[src/rtl/halut_pkg.sv]
// HALUT encoder shared definitions.
// Holds the width helper functions derived from K and the FSM state
// encoding used by halut_encoder_stream. Ports: none (package).
package halut_pkg;

  // Depth of the balanced decision tree for K prototypes.
  function automatic int unsigned tree_depth(input int unsigned k);
    return $clog2(k);
  endfunction

  // Width of the level counter; kept at least one bit so K=2 still works.
  function automatic int unsigned lvl_width(input int unsigned k);
    int unsigned depth;
    depth = $clog2(k);
    return (depth > 1) ? $clog2(depth) : 1;
  endfunction

  typedef enum logic [1:0] {
    ST_IDLE     = 2'd0,
    ST_TRAVERSE = 2'd1,
    ST_HOLD     = 2'd2
  } state_e;

endpackage

[src/rtl/halut_encoder_stream_if.sv]
// HALUT encoder stream bus.
// Groups the row input handshake, threshold write port and result output
// handshake of one encoder unit.
//   master : row source / threshold writer / result consumer
//   slave  : the encoder itself
interface halut_encoder_stream_if
  import halut_pkg::*;
#(
  parameter int unsigned K             = 16,
  parameter int unsigned C             = 32,
  parameter int unsigned EncUnits      = 4,
  parameter int unsigned DataTypeWidth = 16
);
  localparam int unsigned TreeDepth          = tree_depth(K);
  localparam int unsigned CAddrWidth         = $clog2(C);
  localparam int unsigned CPerEncUnit        = C / EncUnits;
  localparam int unsigned CCntWidth          = $clog2(CPerEncUnit);
  localparam int unsigned ThreshMemAddrWidth = CCntWidth + TreeDepth;

  logic                                    in_valid_i;
  logic                                    in_ready_o;
  logic [TreeDepth-1:0][DataTypeWidth-1:0] a_input_i;
  logic [ThreshMemAddrWidth-1:0]           waddr_i;
  logic [DataTypeWidth-1:0]                wdata_i;
  logic                                    we_i;
  logic                                    out_valid_o;
  logic                                    out_ready_i;
  logic [CAddrWidth-1:0]                   c_addr_o;
  logic [TreeDepth-1:0]                    k_addr_o;

  modport master (
    output in_valid_i, a_input_i, waddr_i, wdata_i, we_i, out_ready_i,
    input  in_ready_o, out_valid_o, c_addr_o, k_addr_o
  );

  modport slave (
    input  in_valid_i, a_input_i, waddr_i, wdata_i, we_i, out_ready_i,
    output in_ready_o, out_valid_o, c_addr_o, k_addr_o
  );
endinterface

[src/rtl/fp_16_comparision.sv]
// Half-precision "greater than" comparator.
//   operand_a_i   : fp16 feature value
//   operand_b_i   : fp16 threshold
//   comparision_o : 1 when operand_a_i > operand_b_i
// +0 and -0 compare equal. NaNs are not special-cased.
module fp_16_comparision (
  input  logic [15:0] operand_a_i,
  input  logic [15:0] operand_b_i,
  output logic        comparision_o
);
  logic        w_sign_a;
  logic        w_sign_b;
  logic [14:0] w_mag_a;
  logic [14:0] w_mag_b;

  assign w_sign_a = operand_a_i[15];
  assign w_sign_b = operand_b_i[15];
  assign w_mag_a  = operand_a_i[14:0];
  assign w_mag_b  = operand_b_i[14:0];

  always_comb begin
    comparision_o = 1'b0;
    if ((w_mag_a == '0) && (w_mag_b == '0)) begin
      comparision_o = 1'b0;
    end else if (w_sign_a != w_sign_b) begin
      comparision_o = !w_sign_a;
    end else if (!w_sign_a) begin
      comparision_o = (w_mag_a > w_mag_b);
    end else begin
      // Both negative: smaller magnitude is the larger number.
      comparision_o = (w_mag_a < w_mag_b);
    end
  end
endmodule

[src/rtl/halut_thresh_mem.sv]
// Threshold storage for one encoder unit.
// Flop array, one registered write port, one combinational read port.
// A read of the address being written returns the old value. Not reset.
//   i_clk, i_we, i_waddr, i_wdata : write port
//   i_raddr, o_rdata              : read port
module halut_thresh_mem #(
  parameter int unsigned Depth     = 128,
  parameter int unsigned AddrWidth = 7,
  parameter int unsigned DataWidth = 16
) (
  input  logic                 i_clk,
  input  logic                 i_we,
  input  logic [AddrWidth-1:0] i_waddr,
  input  logic [DataWidth-1:0] i_wdata,
  input  logic [AddrWidth-1:0] i_raddr,
  output logic [DataWidth-1:0] o_rdata
);
  logic [DataWidth-1:0] r_mem [Depth];

  always_ff @(posedge i_clk) begin
    if (i_we) begin
      r_mem[i_waddr] <= i_wdata;
    end
  end

  assign o_rdata = r_mem[i_raddr];
endmodule

[src/rtl/halut_encoder_stream.sv]
// HALUT streaming tree encoder (one encoder unit).
// Walks a depth-TreeDepth decision tree one level per cycle per accepted row,
// picks its codebooks round-robin and emits {c_addr, k_addr} on a
// valid/ready output with backpressure.
//   clk_i, rst_ni : clock, synchronous active-low reset
//   bus (slave)   : row handshake, threshold write port, result handshake
//
// state    | meaning
// IDLE     | waiting for a row, in_ready high
// TRAVERSE | one tree level per cycle; last level emits or stalls
// HOLD     | finished result waiting for the output slot, in_ready low
module halut_encoder_stream
  import halut_pkg::*;
#(
  parameter int unsigned K             = 16,
  parameter int unsigned C             = 32,
  parameter int unsigned EncUnits      = 4,
  parameter int unsigned DataTypeWidth = 16,
  parameter int unsigned EncUnitNumber = 0
) (
  input logic                    clk_i,
  input logic                    rst_ni,
  halut_encoder_stream_if.slave  bus
);
  localparam int unsigned TreeDepth          = tree_depth(K);
  localparam int unsigned LvlWidth           = lvl_width(K);
  localparam int unsigned CAddrWidth         = $clog2(C);
  localparam int unsigned CPerEncUnit        = C / EncUnits;
  localparam int unsigned CCntWidth          = $clog2(CPerEncUnit);
  localparam int unsigned ThreshMemAddrWidth = CCntWidth + TreeDepth;
  localparam int unsigned EncUnitOffset      = EncUnitNumber * CPerEncUnit;
  localparam logic [LvlWidth-1:0] LastLvl    = LvlWidth'(TreeDepth - 1);

  state_e                                  r_state;
  state_e                                  w_state_nxt;
  logic [TreeDepth-1:0][DataTypeWidth-1:0] r_row;
  logic [TreeDepth-1:0]                    r_k;
  logic [TreeDepth-1:0]                    w_k_nxt;
  logic [LvlWidth-1:0]                     r_lvl;
  logic [LvlWidth-1:0]                     w_lvl_nxt;
  logic [CCntWidth-1:0]                    r_c_cnt;
  logic                                    r_out_valid;
  logic [TreeDepth-1:0]                    r_k_addr;
  logic [CAddrWidth-1:0]                   r_c_addr;

  logic                          w_ready;
  logic                          w_ld_row;
  logic                          w_ld_out;
  logic [TreeDepth-1:0]          w_out_k;
  logic [TreeDepth-1:0]          w_node;
  logic [TreeDepth-1:0]          w_next_k;
  logic [ThreshMemAddrWidth-1:0] w_raddr;
  logic [DataTypeWidth-1:0]      w_thresh;
  logic                          w_bit;
  logic                          w_last;
  logic                          w_slot_free;

  // Level-order node index: first node of level lvl is 2^lvl - 1.
  assign w_node  = ((TreeDepth'(1) << r_lvl) - TreeDepth'(1)) + r_k;
  assign w_raddr = {r_c_cnt, w_node};

  halut_thresh_mem #(
    .Depth     (CPerEncUnit * K),
    .AddrWidth (ThreshMemAddrWidth),
    .DataWidth (DataTypeWidth)
  ) u_thresh_mem (
    .i_clk   (clk_i),
    .i_we    (bus.we_i),
    .i_waddr (bus.waddr_i),
    .i_wdata (bus.wdata_i),
    .i_raddr (w_raddr),
    .o_rdata (w_thresh)
  );

  fp_16_comparision u_cmp (
    .operand_a_i   (r_row[r_lvl]),
    .operand_b_i   (w_thresh),
    .comparision_o (w_bit)
  );

  if (TreeDepth > 1) begin : g_shift
    assign w_next_k = {r_k[TreeDepth-2:0], w_bit};
  end else begin : g_single
    assign w_next_k = w_bit;
  end

  assign w_last      = (r_lvl == LastLvl);
  assign w_slot_free = !r_out_valid || bus.out_ready_i;

  always_comb begin
    w_state_nxt = r_state;
    w_ready     = 1'b0;
    w_ld_row    = 1'b0;
    w_ld_out    = 1'b0;
    w_out_k     = w_next_k;
    w_k_nxt     = r_k;
    w_lvl_nxt   = r_lvl;
    case (r_state)
      ST_IDLE: begin
        w_ready = 1'b1;
        if (bus.in_valid_i) begin
          w_ld_row    = 1'b1;
          w_k_nxt     = '0;
          w_lvl_nxt   = '0;
          w_state_nxt = ST_TRAVERSE;
        end
      end
      ST_TRAVERSE: begin
        if (!w_last) begin
          w_k_nxt   = w_next_k;
          w_lvl_nxt = r_lvl + LvlWidth'(1);
        end else if (w_slot_free) begin
          // Emit and, if a row is waiting, start it without a bubble.
          w_ld_out  = 1'b1;
          w_ready   = 1'b1;
          w_k_nxt   = '0;
          w_lvl_nxt = '0;
          if (bus.in_valid_i) begin
            w_ld_row    = 1'b1;
            w_state_nxt = ST_TRAVERSE;
          end else begin
            w_state_nxt = ST_IDLE;
          end
        end else begin
          w_k_nxt     = w_next_k;
          w_state_nxt = ST_HOLD;
        end
      end
      ST_HOLD: begin
        if (bus.out_ready_i) begin
          w_ld_out    = 1'b1;
          w_out_k     = r_k;
          w_lvl_nxt   = '0;
          w_state_nxt = ST_IDLE;
        end
      end
      default: begin
        w_state_nxt = ST_IDLE;
      end
    endcase
  end

  always_ff @(posedge clk_i) begin
    if (!rst_ni) begin
      r_state     <= ST_IDLE;
      r_k         <= '0;
      r_lvl       <= '0;
      r_c_cnt     <= '0;
      r_out_valid <= 1'b0;
      r_k_addr    <= '0;
      r_c_addr    <= '0;
    end else begin
      r_state <= w_state_nxt;
      r_k     <= w_k_nxt;
      r_lvl   <= w_lvl_nxt;
      if (w_ld_out) begin
        r_out_valid <= 1'b1;
        r_k_addr    <= w_out_k;
        r_c_addr    <= CAddrWidth'(r_c_cnt) + CAddrWidth'(EncUnitOffset);
        // CPerEncUnit is a power of two, so the natural wrap is the modulo.
        r_c_cnt     <= r_c_cnt + CCntWidth'(1);
      end else if (bus.out_ready_i) begin
        r_out_valid <= 1'b0;
      end
    end
  end

  // Row data needs no reset: it is only read after a load.
  always_ff @(posedge clk_i) begin
    if (w_ld_row) begin
      r_row <= bus.a_input_i;
    end
  end

  // Gate with reset so an upstream source never sees an accept during reset.
  assign bus.in_ready_o  = w_ready && rst_ni;
  assign bus.out_valid_o = r_out_valid;
  assign bus.k_addr_o    = r_k_addr;
  assign bus.c_addr_o    = r_c_addr;
endmodule

[src/flat_wrapper.sv]
// flat-port wrapper written by rule: the top's interface ports become plain ports
module halut_encoder_stream_flat import halut_pkg::*;
#(
  parameter int unsigned K             = 16,
  parameter int unsigned C             = 32,
  parameter int unsigned EncUnits      = 4,
  parameter int unsigned DataTypeWidth = 16,
  parameter int unsigned EncUnitNumber = 0
)
  (clk_i, rst_ni, bus_in_valid_i, bus_a_input_i, bus_waddr_i, bus_wdata_i, bus_we_i, bus_out_ready_i, bus_in_ready_o, bus_out_valid_o, bus_c_addr_o, bus_k_addr_o);
  halut_encoder_stream_if #(.K(K), .C(C), .EncUnits(EncUnits), .DataTypeWidth(DataTypeWidth)) bus_i ();
  input logic clk_i;
  input logic rst_ni;
  input wire logic [$bits(bus_i.in_valid_i)-1:0] bus_in_valid_i;
  input wire logic [$bits(bus_i.a_input_i)-1:0] bus_a_input_i;
  input wire logic [$bits(bus_i.waddr_i)-1:0] bus_waddr_i;
  input wire logic [$bits(bus_i.wdata_i)-1:0] bus_wdata_i;
  input wire logic [$bits(bus_i.we_i)-1:0] bus_we_i;
  input wire logic [$bits(bus_i.out_ready_i)-1:0] bus_out_ready_i;
  output wire logic [$bits(bus_i.in_ready_o)-1:0] bus_in_ready_o;
  output wire logic [$bits(bus_i.out_valid_o)-1:0] bus_out_valid_o;
  output wire logic [$bits(bus_i.c_addr_o)-1:0] bus_c_addr_o;
  output wire logic [$bits(bus_i.k_addr_o)-1:0] bus_k_addr_o;
  assign bus_i.in_valid_i = bus_in_valid_i;
  assign bus_i.a_input_i = bus_a_input_i;
  assign bus_i.waddr_i = bus_waddr_i;
  assign bus_i.wdata_i = bus_wdata_i;
  assign bus_i.we_i = bus_we_i;
  assign bus_i.out_ready_i = bus_out_ready_i;
  assign bus_in_ready_o = bus_i.in_ready_o;
  assign bus_out_valid_o = bus_i.out_valid_o;
  assign bus_c_addr_o = bus_i.c_addr_o;
  assign bus_k_addr_o = bus_i.k_addr_o;
  halut_encoder_stream #(.K(K), .C(C), .EncUnits(EncUnits), .DataTypeWidth(DataTypeWidth), .EncUnitNumber(EncUnitNumber)) u_core (.clk_i(clk_i), .rst_ni(rst_ni), .bus(bus_i));
endmodule
[config.mk]
export PLATFORM = sky130hd
export DESIGN_NAME = halut_encoder_stream_flat
export DESIGN_NICKNAME = d
export VERILOG_FILES = /design/src/rtl/halut_pkg.sv /design/src/rtl/halut_encoder_stream_if.sv /design/src/rtl/fp_16_comparision.sv /design/src/rtl/halut_thresh_mem.sv /design/src/rtl/halut_encoder_stream.sv /design/src/flat_wrapper.sv
export SDC_FILE = /design/constraint.sdc
export NUM_CORES = 2
export LEC_CHECK = 0
export BUFFER_PORTS_ARGS = -buffer_cell sky130_fd_sc_hd__buf_2
export CAP_MARGIN = 20
export CORE_MARGIN = 2
export CORE_UTILIZATION = 35
export CTS_BUF_LIST = sky130_fd_sc_hd__clkbuf_8 sky130_fd_sc_hd__clkbuf_16
export CTS_CLUSTER_SIZE = 16
export DETAILED_ROUTE_END_ITERATION = 6
export SLEW_MARGIN = 20
export SYNTH_ARGS = -nofsm -noshare
export SYNTH_HDL_FRONTEND = slang
export SYNTH_SLANG_ARGS = --single-unit
[constraint.sdc]
create_clock -name clk_i -period 15.15 [get_ports clk_i]
set_input_delay 0.7575 -clock clk_i [delete_from_list [all_inputs] [get_ports clk_i]]
set_output_delay 0.7575 -clock clk_i [all_outputs]
set_load 0.005 [all_outputs]
==> impl_results.md <==
- Final non-filler cell total: 7427
- # rows: 178
- Final Hold Vio Count: 0
- Final slew viol count: 0
- Num ports: 103
- Met2 WL post-DR: 106 mm
- First-pass GRT wire length: 317 mm
- Crit path buffers/inverters: 7
- Inst Count DP: 7042
- Die area: 241000 sq um
- Synth top cells by count: edfxtp_1 (2112), mux4_2 (551), nor2_1 (202)
- Clock buffer depth: 3
- Clk slew on worst S/H paths: 0.06 ns
- Die Y-Extent: 491 um
- FMAX: 0.115 GHz
- Top-count cell post-synth: edfxtp_1
- Post-synth EDFFs: 2112
- Clk Latency, worst-skew pair: 0.88 ns
- Lkg Pwr: 29.9 nW
- Synth Flop Type: edfxtp_1
- Final antenna-violating net count: 0
- Post-synthesis area per instance: 21.7 sq um
- Worst hold path type: in2reg
- Vias in the first global route: 40800
- Hold_ws: 0.0932 ns
- CTS sink cnt: 2131
- Area Overhead vs Synth: 14.0%
- Final global-route overflow total: 0
- CP peak stage delay: 0.94 ns
- WL final: 224 mm
- Post-layout util: 40.2%
- Number of CTS-inserted buffers: 208
- Slew margin rel.: 22.1%
- Drt initial violations: 5521
- Power density over cell area: 148 nW/um^2
- Async S/R FF share, synth: 0%
- CP endpoint kind: flip-flop
- Main area contributors after synthesis: edfxtp_1 (76%), mux4_2 (15%), mux2i_1 (1.2%), nor2_1 (0.91%), nand2_1 (0.84%)
- Tot Pwr: 14.0 mW
- CTS root buf: clkbuf_16
- Post-DP HPWL: 136 mm
- Max layer used: met5
- Yosys reg bits: 2131
- Vias/cell: 5.50
- Core area: 235000 sq um
- CP max-delay cell: dfxtp_1
- Fin Setup TNS: 0 ns
- Port Buf Inserts: 100
- Clock Skews: 0.0475 ns
- Startpoint Class: flip-flop
- Resize count post-CTS: 0
- Filler instances: 20600
- Synth Warn #: 0
- RSZ-0062 raised after global routing: no
- Fin crit period: 8.70 ns
- Drt first pass iters: 6
- Largest net degree at the start of global routing: 97
- WP data arrival: 9.47 ns
- Mapped Area: 83000 sq um
- Yosys top cell by area: edfxtp_1
- GRT Total Usage: 18.4%
- Count of unique library cells instantiated by Yosys: 69
- Post-synthesis sequential area ratio: 76.9%
- Final setup fails: 0
- Routed len/inst: 30.2 um
- Worst path required time: 15.92 ns
- Status: complete, no violations
- Final RePlAce weighted congestion: 0.911
- Crit path kind: reg2reg
- Maxcap violations: 0
- Antenna violations before repair: 9
- Peak VDD IR: 111 uV
- WL met1: 91.4 mm
- CP most frequent cell: inv_1
- Worst path top cell family by delay: compound AO/OA/AOI/OAI gates
- Final nets: 4225
- Period utilization: 57.4%
- Max Fanout on Critical Path: 30
- Yosys top cell area share: 76.4%
- H-tree depth: 4
- TritonCTS clock tree: yes
- Total setup buffers inserted after CTS: 0
- Initial Util: 35.3%
- Syn Inst Count: 3816
- DR vias: 40900
- Layout cells sized above 1: 27.7%
- DRC viols: 0
- Least-Margin Pin Slew: 1.17 ns
- Metal3 WL: 20.3 mm
- Width of the die: 491 um
- Hold-fix buffers, CTS: 0
## metal layers
layer	global-route usage [%]	vias to the layer above
met3	4.27	327
met5	0	-
li1	-	16600
met1	25.7	22100
met2	28.7	1883
met4	5.26	6
## final timing paths
path                               start                     end  slack (ns)  cells after the start
setup / recovery         u_core.r_lvl[1]  u_core.bus.k_addr_o[0]        6.45                     25
hold / removal          bus_a_input_i[3]         u_core.r_row[3]        0.09                      1
setup reg to reg         u_core.r_lvl[1]  u_core.bus.k_addr_o[0]        6.45                     25
hold reg to reg   u_core.bus.c_addr_o[0]  u_core.bus.c_addr_o[0]        0.48                      2
## layout make-up
class                           count  area (sq um)  area share [%]
Multi-Input combinational cell   1463         18200            19.2
Antenna cell                        5          12.5          0.0132
Inverter                           21          80.1          0.0846
Sequential cell                  2131         63800            67.4
Tap cell                         3150          3940            4.16
Timing Repair Buffer              279          2000            2.11
Clock buffer                      213          5320            5.62
Clock inverter                    165          1300            1.37
## worst reg2reg max path, cell delays in order (launching register included)
cell and delay (ns):
dfxtp_1 0.94, inv_1 0.17, ha_1 0.23, inv_1 0.06, ha_1 0.22, inv_1 0.10
ha_4 0.13, inv_1 0.05, fa_4 0.83, buf_4 0.47, clkinv_2 0.56, buf_4 0.44
nor2_1 0.64, a22oi_1 0.24, nand4_1 0.19, o211ai_1 0.26, or4_1 0.64, ha_1 0.33
nand4_1 0.11, nor2_1 0.15, nand3_1 0.11, o311ai_0 0.42, o21ai_0 0.19, a221oi_1 0.86
nand3_1 0.15, o21ai_1 0.15
## placed cells by master, fill, tap and decap left out, types with 7 or more instances in the layout
master,Yosys,final
nor3_1,21,12
clkbuf_16,0,212
clkinv_1,2,53
nand2b_1,8,8
o22ai_1,39,39
a2111oi_0,8,8
nand4_1,34,34
a22oi_1,17,17
buf_4,33,184
o21ai_0,27,27
a211oi_1,10,9
nand3_1,52,52
nor2_2,0,25
edfxtp_1,2112,2112
mux2_2,10,10
inv_1,19,71
nor2_1,202,161
nor2_4,0,16
buf_12,0,8
a21oi_1,33,33
ha_1,28,26
nor3_2,0,9
and2_1,9,9
nor2b_1,17,17
mux4_2,551,551
bufinv_16,0,15
clkinv_2,0,25
nand2_1,186,186
a31oi_1,8,8
o221ai_1,7,7
buf_2,62,84
a21o_1,7,7
mux2i_1,102,102
dfxtp_1,19,18
## cells by family (layout without fill, tap and decap cells)
| family | after synthesis | count (layout) | share of synthesized area (%) |
|---|---|---|---|
| xor gates and xnor gates | 6 | 6 | 0.0905 |
| buffers and inverters | 223 | 678 | 1.58 |
| DFF | 2131 | 2131 | 76.9 |
| and+or+nand+nor | 559 | 559 | 2.98 |
| muxes | 665 | 665 | 16.4 |
| AOI/OAI and AO/OA | 202 | 202 | 1.64 |
| adders and majority gates | 29 | 29 | 0.446 |
| other | 1 | 7 | 0.00452 |
## per-stage QoR
stage,setup slack (ns),instance area (sq um)
after CTS,6.56,94600
after floorplan,9.20,83000
final,6.45,94600
after global placement,6.49,87900
after detailed placement,6.57,88000
after global routing,5.98,94600
## registers in the layout, indices dropped and copies added (netlist names)
signal	cells
u_core.u_thresh_mem.r_mem	2048
u_core.r_row	64
u_core.bus.k_addr_o	4
u_core.r_k	4
u_core.bus.c_addr_o	3
u_core.r_c_cnt	3
u_core.r_lvl	2
u_core.r_state	2
u_core.bus.out_valid_o	1
## report_power, final
part | switching [mW] | internal (mW) | total, mW
sequential | 0.0106 | 6.52 | 6.53
clock | 2.21 | 2.80 | 5.01
combinational | 1.48 | 0.968 | 2.45
total | 3.71 | 10.3 | 14.0
No activity file was read; power rests on OpenSTA's default activity.
